## config.mk

```make
export PLATFORM = sky130hd
export DESIGN_NAME = uart_rx_flat
export DESIGN_NICKNAME = d
export VERILOG_FILES = /design/src/rtl/uart_pkg.sv /design/src/rtl/uart_rx_if.sv /design/src/rtl/uart_sync2.sv /design/src/rtl/uart_rx.sv /design/src/flat_wrapper.sv
export SDC_FILE = /design/constraint.sdc
export NUM_CORES = 1
export LEC_CHECK = 0
export BUFFER_PORTS_ARGS = -buffer_cell sky130_fd_sc_hd__buf_2
export CAP_MARGIN = 30
export CORE_MARGIN = 10
export CORE_UTILIZATION = 60
export CTS_BUF_LIST = sky130_fd_sc_hd__clkbuf_2
export DETAILED_ROUTE_END_ITERATION = 8
export PLACE_DENSITY = 0.86
export SKIP_LAST_GASP = 1
export SLEW_MARGIN = 20
export SYNTH_ARGS = -nofsm -noshare
export SYNTH_HDL_FRONTEND = slang
export SYNTH_SLANG_ARGS = --single-unit
```

## constraint.sdc

```tcl
create_clock -name clk -period 5.5 [get_ports clk]
set_input_delay 0.55 -clock clk [delete_from_list [all_inputs] [get_ports clk]]
set_output_delay 0.55 -clock clk [all_outputs]
set_load 0.05 [all_outputs]
```

## src/rtl/uart_pkg.sv

```systemverilog
// Shared UART constants and helpers, common to uart_rx and uart_tx.
package uart_pkg;

  localparam int PARITY_NONE = 0;
  localparam int PARITY_EVEN = 1;
  localparam int PARITY_ODD  = 2;

  typedef enum logic [2:0] {
    ST_IDLE   = 3'd0,
    ST_START  = 3'd1,
    ST_DATA   = 3'd2,
    ST_PARITY = 3'd3,
    ST_STOP   = 3'd4
  } uart_state_e;

  // Expected parity bit; narrower words are zero-extended by the caller.
  function automatic logic calc_parity(input logic [8:0] data, input int ptype);
    return (^data) ^ (ptype == PARITY_ODD);
  endfunction

  function automatic logic maj3(input logic a, input logic b, input logic c);
    return (a & b) | (a & c) | (b & c);
  endfunction

endpackage

```

## src/rtl/uart_rx_if.sv

```systemverilog
// Received-word valid/ready handshake between uart_rx and its consumer.
interface uart_rx_if #(
  parameter int DATA_BITS = 8
) ();
  logic [DATA_BITS-1:0] data_out;
  logic                 valid;
  logic                 ready;

  modport master (output data_out, output valid, input ready);
  modport slave  (input data_out, input valid, output ready);
endinterface

```

## src/rtl/uart_sync2.sv

```systemverilog
// Two-flop synchroniser; early_o is the first stage, i.e. q_o one cycle ahead.
module uart_sync2 #(
  parameter logic RESET_VAL = 1'b1
) (
  input  logic clk,
  input  logic rst,
  input  logic d_i,
  output logic q_o,
  output logic early_o
);

  logic s1_q;
  logic s2_q;

  // Synchroniser chain.
  always_ff @(posedge clk) begin
    if (rst) begin
      s1_q <= RESET_VAL;
      s2_q <= RESET_VAL;
    end else begin
      s1_q <= d_i;
      s2_q <= s1_q;
    end
  end

  assign q_o     = s2_q;
  assign early_o = s1_q;

endmodule

```

## src/rtl/uart_rx.sv

```systemverilog
// UART receiver: mid-bit sampling, parity/stop checks, valid/ready output.
// Optional macro UART_RX_MAJORITY_EN: 2-of-3 vote around each mid-bit sample.
module uart_rx
  import uart_pkg::*;
#(
  parameter int BAUD_DIV    = 434,
  parameter int DATA_BITS   = 8,
  parameter int PARITY_TYPE = 1,
  parameter int STOP_BIT    = 1
) (
  input  logic      clk,
  input  logic      rst,
  input  logic      rx,
  uart_rx_if.master out_if,
  output logic      parity_err,
  output logic      frame_err,
  output logic      overrun,
  output logic      busy
);

  localparam logic [15:0] MID_C     = 16'(BAUD_DIV / 2 - 1);
  localparam logic [15:0] WRAP_C    = 16'(BAUD_DIV - 1);
  localparam logic [3:0]  LAST_BIT  = 4'(DATA_BITS - 1);
  localparam logic        LAST_STOP = 1'(STOP_BIT - 1);

  logic                 rx_s;
  logic                 rx_early_s;
  logic                 bit_s;
  logic                 strobe_s;
  logic                 start_s;
  logic                 par_bad_s;
  logic                 load_s;

  uart_state_e          state_q;
  logic [15:0]          cnt_q;
  logic [3:0]           bit_idx_q;
  logic                 stop_idx_q;
  logic [DATA_BITS-1:0] shreg_q;
  logic                 par_q;
  logic                 fe_q;
  logic                 done_q;
  logic                 rx_prev_q;
  logic [1:0]           settle_q;
  logic                 busy_q;
  logic [DATA_BITS-1:0] data_q;
  logic                 valid_q;
  logic                 perr_q;
  logic                 ferr_q;
  logic                 ovr_q;

  uart_sync2 #(.RESET_VAL(1'b1)) u_sync (
    .clk     (clk),
    .rst     (rst),
    .d_i     (rx),
    .q_o     (rx_s),
    .early_o (rx_early_s)
  );

`ifdef UART_RX_MAJORITY_EN
  logic samp_q;

  // Holds the mid-1 sample; mid+1 is already sitting in the first sync stage.
  always_ff @(posedge clk) begin
    if (rst) begin
      samp_q <= 1'b1;
    end else if (cnt_q == MID_C - 16'd1) begin
      samp_q <= rx_s;
    end else begin
      samp_q <= samp_q;
    end
  end

  assign bit_s = maj3(samp_q, rx_s, rx_early_s);
`else
  logic sync_unused_s;
  assign sync_unused_s = rx_early_s;
  assign bit_s         = rx_s;
`endif

  assign strobe_s = (cnt_q == MID_C);
  // The synchroniser's reset value is not a real line level, so edges are ignored until it flushes.
  assign start_s  = (settle_q == 2'd3) && rx_prev_q && !rx_s;

  // Completion decision.
  always_comb begin
    par_bad_s = 1'b0;
    load_s    = 1'b0;
    if (PARITY_TYPE != PARITY_NONE) begin
      par_bad_s = (par_q != calc_parity(9'(shreg_q), PARITY_TYPE));
    end else begin
      par_bad_s = 1'b0;
    end
    if (done_q && !fe_q && !par_bad_s && (!valid_q || out_if.ready)) begin
      load_s = 1'b1;
    end else begin
      load_s = 1'b0;
    end
  end

  // Receive state machine and bit timer.
  always_ff @(posedge clk) begin
    if (rst) begin
      state_q    <= ST_IDLE;
      cnt_q      <= 16'd0;
      bit_idx_q  <= 4'd0;
      stop_idx_q <= 1'b0;
      shreg_q    <= '0;
      par_q      <= 1'b0;
      fe_q       <= 1'b0;
      done_q     <= 1'b0;
      rx_prev_q  <= 1'b1;
      settle_q   <= 2'd0;
      busy_q     <= 1'b0;
    end else begin
      rx_prev_q <= rx_s;
      done_q    <= 1'b0;
      if (settle_q != 2'd3) begin
        settle_q <= settle_q + 2'd1;
      end
      if (state_q == ST_IDLE || cnt_q == WRAP_C) begin
        cnt_q <= 16'd0;
      end else begin
        cnt_q <= cnt_q + 16'd1;
      end

      case (state_q)
        ST_IDLE: begin
          if (start_s) begin
            state_q <= ST_START;
            busy_q  <= 1'b1;
            fe_q    <= 1'b0;
          end
        end
        ST_START: begin
          if (strobe_s) begin
            if (!bit_s) begin
              state_q   <= ST_DATA;
              bit_idx_q <= 4'd0;
            end else begin
              state_q <= ST_IDLE;
              busy_q  <= 1'b0;
            end
          end
        end
        ST_DATA: begin
          if (strobe_s) begin
            shreg_q   <= {bit_s, shreg_q[DATA_BITS-1:1]};
            bit_idx_q <= bit_idx_q + 4'd1;
            if (bit_idx_q == LAST_BIT) begin
              state_q    <= (PARITY_TYPE != PARITY_NONE) ? ST_PARITY : ST_STOP;
              stop_idx_q <= 1'b0;
            end
          end
        end
        ST_PARITY: begin
          if (strobe_s) begin
            par_q   <= bit_s;
            state_q <= ST_STOP;
          end
        end
        ST_STOP: begin
          if (strobe_s) begin
            fe_q       <= fe_q | !bit_s;
            stop_idx_q <= stop_idx_q + 1'b1;
            if (stop_idx_q == LAST_STOP) begin
              state_q <= ST_IDLE;
              busy_q  <= 1'b0;
              done_q  <= 1'b1;
            end
          end
        end
        default: begin
          state_q <= ST_IDLE;
          busy_q  <= 1'b0;
        end
      endcase
    end
  end

  // Output word, handshake and error pulses.
  always_ff @(posedge clk) begin
    if (rst) begin
      data_q  <= '0;
      valid_q <= 1'b0;
      perr_q  <= 1'b0;
      ferr_q  <= 1'b0;
      ovr_q   <= 1'b0;
    end else begin
      ferr_q <= done_q && fe_q;
      perr_q <= done_q && !fe_q && par_bad_s;
      ovr_q  <= done_q && !fe_q && !par_bad_s && valid_q && !out_if.ready;
      if (load_s) begin
        data_q  <= shreg_q;
        valid_q <= 1'b1;
      end else if (valid_q && out_if.ready) begin
        valid_q <= 1'b0;
      end
    end
  end

  assign out_if.data_out = data_q;
  assign out_if.valid    = valid_q;
  assign parity_err      = perr_q;
  assign frame_err       = ferr_q;
  assign overrun         = ovr_q;
  assign busy            = busy_q;

endmodule
```

## src/flat_wrapper.sv

```systemverilog
// flat-port wrapper written by rule: the top's interface ports become plain ports
module uart_rx_flat import uart_pkg::*;
#(
  parameter int BAUD_DIV    = 434,
  parameter int DATA_BITS   = 8,
  parameter int PARITY_TYPE = 1,
  parameter int STOP_BIT    = 1
)
  (clk, rst, rx, parity_err, frame_err, overrun, busy, out_if_data_out, out_if_valid, out_if_ready);
  uart_rx_if #(.DATA_BITS(DATA_BITS)) out_if_i ();
  input  logic clk;
  input  logic rst;
  input  logic rx;
  output logic parity_err;
  output logic frame_err;
  output logic overrun;
  output logic busy;
  output wire logic [$bits(out_if_i.data_out)-1:0] out_if_data_out;
  output wire logic [$bits(out_if_i.valid)-1:0] out_if_valid;
  input wire logic [$bits(out_if_i.ready)-1:0] out_if_ready;
  assign out_if_data_out = out_if_i.data_out;
  assign out_if_valid = out_if_i.valid;
  assign out_if_i.ready = out_if_ready;
  uart_rx #(.BAUD_DIV(BAUD_DIV), .DATA_BITS(DATA_BITS), .PARITY_TYPE(PARITY_TYPE), .STOP_BIT(STOP_BIT)) u_core (.clk(clk), .rst(rst), .rx(rx), .out_if(out_if_i), .parity_err(parity_err), .frame_err(frame_err), .overrun(overrun), .busy(busy));
endmodule
```

Word level (Yosys, flattened, before mapping). Cells that the tools add are included.

Register bits after elaboration: 53. Input port bits: 4. Output and inout port bits: 13. Word-level logic and storage cells: 108.

Reductions and logical operators: 33. Bitwise logic cells: 4. Muxes and demuxes: 30. Equal/unequal tests: 19. Add/subtract/negate cells: 4.

Operator list (count): 3-bit two-way mux (7); 16-bit by 1-bit adder with 16-bit output, second input constant (1); 16-bit by 8-bit equality test with 1-bit output, second input constant (1); 16-bit by 9-bit equality test with 1-bit output, second input constant (1); 3-bit case mux with 5 select lines (1); 1-bit two-way mux (14); 4-bit two-way mux (3); 2-bit by 1-bit inequality test with 1-bit output, second input constant (6); 1-bit logical AND (10); 9-bit XOR reduction (1); 2-bit inequality test, second input constant (4); 4-bit case mux with 2 select lines (1); 4-bit AND reduction (2); 2-bit nonzero test (4); 7-bit AND reduction (1); 3-bit by 2-bit equality test with 1-bit output, second input constant (2); 6-bit AND reduction (1); 1-bit logical NOT (5); 4-bit by 1-bit adder with 4-bit output, second input constant (1); 4-bit by 3-bit equality test with 1-bit output, second input constant (1); 1-bit case mux with 2 select lines (2); 1-bit case mux with 4 select lines (1); 2-bit AND reduction (2); 2-bit OR reduction (2); other kinds (13) (16).

Logic depth before layout (Yosys ltp).
Depth after elaboration: 7. Depth in mapped cells: 8. Gate-level depth less buffers: 7.

Modules after synthesis. From an unflattened synthesis, not the netlist that was laid out.

Cells, all modules: 266. Area total of the unflattened synthesis: 2446.1 µm².

Modules (own cells, without submodules): uart_rx (area each 2393.5 µm², sequential area each 1021.0 µm², times used 1, cells each 262); uart_sync2 (area each 52.6 µm², sequential area each 40.0 µm², times used 1, cells each 4).

Worst setup path before layout. No wires, ideal clock.

Path kind: register to register. From: register u_core.cnt_q[0]. To: register u_core.bit_idx_q[3]. Clock period less this slack: 1.829 ns. Library setup time: 0.070 ns. Arrival: 1.758 ns. Setup slack: 3.671 ns. Buffers on the path: 1. Stages on the path, launching flop included: 9. Data required time: 5.430 ns. Cells stage by stage: dfxtp_1 -> inv_1 -> ha_1 -> nor4bb_1 -> and4_1 -> buf_2 -> nand3_4 -> or3_1 -> a21oi_1.

Cells in the longest elaborated chain, start to end: 3. Elaborated cells on any way between the ends: 4. Those cells by class: eq/ne: 3; reduce/logical: 1.

RTL lines: start: declaration (RTL line uart_rx.sv:35) `logic [15:0] cnt_q;`; start signal: assignment (RTL line uart_rx.sv:123) `cnt_q <= cnt_q + 16'd1;`; 16-bit by 8-bit equality test with 1-bit output * (RTL line uart_rx.sv:80) `assign strobe_s = (cnt_q == MID_C);`; 2-bit by 1-bit inequality test with 1-bit output (no source line); 4-bit AND reduction (no source line) *; end signal: assignment (RTL line uart_rx.sv:148) `bit_idx_q <= bit_idx_q + 4'd1;`; end: declaration (RTL line uart_rx.sv:36) `logic [3:0] bit_idx_q;`.

Mark *: on every way between the ends. The rest lies on a longest branch, timed or not. A chain may end at the register's enable or synchronous reset.

Final worst setup path. Same ends and word-level chain as after synthesis.

==> run metrics <==
worst setup path end u_core.bit_idx_q[3]; Reg-to-Reg Start u_core.cnt_q[0]; DRT Pass-1 Iters 4; Final Util 0.669; Yosys cell types 38; post-CTS resize count 0; largest net degree at the start of global routing 39; H-tree level count 2; Slowest cell on crit path and4_1; status finished, final reports clean; die span in x 82.2 um; synthesized area 2320 um^2; Hold Buf Count CTS 0; critical path endpoint category flip-flop; worst path buffer plus inverter count 1; reg2reg end u_core.bit_idx_q[3]; RePlAce Congestion 0.822; sequential element share of the synthesized area 0.457; # clock sinks 53; Worst-Skew Late Latency approximately 0.43 ns; DP HPWL 2.99 mm; die area 6760 um^2; CTS tree built; Initial Util 0.629; Primary FF master, synth dfxtp_1; remaining antenna violation count after routing 0; Final Cycle Share 0.375; Worst Max-Slew Pin Slew 0.623 ns; Final Power 556 uW; Net Sw Frac 0.229; leakage 0.000915 uW; grt ovf 0; Final Hold Violating Endpoints 0; # port buffers 16; peak supply drop roughly 120 uV; crit path launch u_core.cnt_q[0]; slack of the worst reg-to-reg path 3.44 ns; vias in the first global route 1677; Arr. time, crit path 2.44 ns; most frequent cells in the layout dfxtp_1, nor2_1, nand2_1; Setup Viol. Count Final 0; P_int roughly 430 uW; Ys Warns 0; Placed Area 2430 um^2; R2R cell count 7; CP Class reg2reg; Reg power frac 0.707; CP max stage delay between 0.4 and 0.5 ns; startpoint class of the critical path flip-flop; WP data required just under 6 ns; max cap viols 0; Clock Skew 0.0241 ns; Tmin final 2.06 ns; clock power share 0.263; Clk pin slew, worst setup/hold paths 0.24 ns; Tightest Hold Check Type in2reg; drt total wl 4.14 mm; layout cells sized above 1 0.125; post-CTS setup buffers 0; max-slew violations 0; antenna violations before repair 0; TritonCTS buffer count 5; EDFF count, synth 0; CP top delay family simple AND/OR/NAND/NOR gates; area growth from synthesis to layout 6.25%; PwrDens 226 nW/um^2; pre-CTS WS between 3 and 4 ns; vias about 1800; final setup TNS 0 ns; global-route wire length before repair 7.47 mm; Cells after Synth approximately 260; All-Layer GR Usage 0.136; placeable core area 3690 um^2; syn_nets 267; Rel. slew slack 0.585; DR iter-0 viols 199; Die Y-Extent 82.2 um; power share of the combinational group 0.031; Syn Area/Cell approximately 9.0 um^2; Psw 128 uW; commonest non-fill, non-tap cell in the layout dfxtp_1; fmax ~0.5 GHz; CP cell instances inv_1 -> ha_1 -> nor4bb_1 -> and4_1 -> nand3_4 -> or3_1 -> a21oi_1; vias per cell ~5.6; setup slack after layout 3.44 ns; Bufs on Longest Clock Path 2; Inserted Diodes 0; Ports 17; DRC 0; DR WL/cell 12.9 um; RSZ-0062 raised after global routing false; FF+latch count, synth between 50 and 60; Post-layout nets 281; Root Buffer clkbuf_2; CP max FO 9; design area 2470 um^2; Row Count 22; Post-synth ARST share 0; CP Depth 7
[power by group through the flow]
stage / registers [uW] / logic (uW) / clock network (uW)
6_report: 393 / 17.0 / 146
5_1_grt: 395 / 19.9 / 170
4_1_cts: 393 / 17.4 / 151
3_5_place_dp: 401 / 17.2 / 0
3_3_place_gp: 400 / 16.7 / 0
2_1_floorplan: 400 / 14.0 / 0
[area by class of cell]
cell class / instances / area [um^2]
Clock buffer: 6 / 30.0
Clock inverter: 2 / 10.0
Fill cell: 304 / 1220
Inverter: 5 / 18.8
Multi-Input combinational cell: 191 / 1210
Sequential cell: 53 / 1060
Tap cell: 48 / 60.1
Timing Repair Buffer: 16 / 80.1
[per-stage QoR]
| stage | hold slack (ns) | cells |
|---|---|---|
| after floorplan | 0.389 | 258 |
| after global placement | 0.397 | 313 |
| after detailed placement | 0.393 | 313 |
| after CTS | 0.288 | 321 |
| after global routing | 0.255 | 321 |
| final | 0.299 | 321 |
[Yosys cell counts (all sizes together) (5+ instances only)]
cell | number | share of area
a21oi | 17 | 0.037
and3 | 5 | 0.013
clkbuf | 8 | 0.013
dfxtp | 53 | 0.46
ha | 5 | 0.027
inv | 5 | 0.0081
mux2i | 13 | 0.061
nand2 | 25 | 0.040
nand3 | 14 | 0.036
nand4 | 5 | 0.013
nor2 | 43 | 0.071
nor3 | 9 | 0.019
o21ai | 5 | 0.011
xnor2 | 11 | 0.042
xor2 | 9 | 0.034
[per-layer routing]
layer	vias to the layer above	wire length, um	GRT usage
li1	905	-	-
met1	825	1960	0.179
met2	50	1840	0.202
met3	8	251	0.0410
met4	0	82	0.0578
met5	-	0	0
[worst min path at each step]
stage / startpoint / endpoint / slack (ns) / cells after the start
2_1_floorplan: u_core.u_sync.early_o / u_core.u_sync.q_o / 0.39 / 1
3_3_place_gp: u_core.u_sync.early_o / u_core.u_sync.q_o / 0.40 / 1
3_5_place_dp: u_core.u_sync.early_o / u_core.u_sync.q_o / 0.39 / 1
4_1_cts: rx / u_core.u_sync.early_o / 0.29 / 2
5_1_grt: rx / u_core.u_sync.early_o / 0.26 / 2
6_report: rx / u_core.u_sync.early_o / 0.30 / 2
[state kept, by name (all words and copies together) (netlist names)]
register	cells
u_core.bit_idx_q	4
u_core.busy	1
u_core.state_q	3
u_core.shreg_q	8
u_core.rx_prev_q	1
u_core.cnt_q	16
u_core.parity_err	1
u_core.out_if.valid	1
u_core.done_q	1
u_core.settle_q	2
u_core.stop_idx_q	1
u_core.par_q	1
u_core.fe_q	1
u_core.out_if.data_out	8
u_core.frame_err	1
u_core.overrun	1
u_core.u_sync.q_o	1
u_core.u_sync.early_o	1
[cell families (layout without fill, tap and decap cells)]
family | count (synthesis) | after routing | share of synthesized area
multiplexers | 14 | 14 | 0.0663
adder cells (fa/ha/maj) | 5 | 5 | 0.0270
AO/OA/AOI/OAI | 27 | 27 | 0.0641
buffers and inverters | 14 | 29 | 0.0232
XOR/XNOR | 22 | 22 | 0.0960
flip-flops | 53 | 53 | 0.457
AND/OR/NAND/NOR | 123 | 123 | 0.266
No activity file was read; power rests on OpenSTA's default activity.
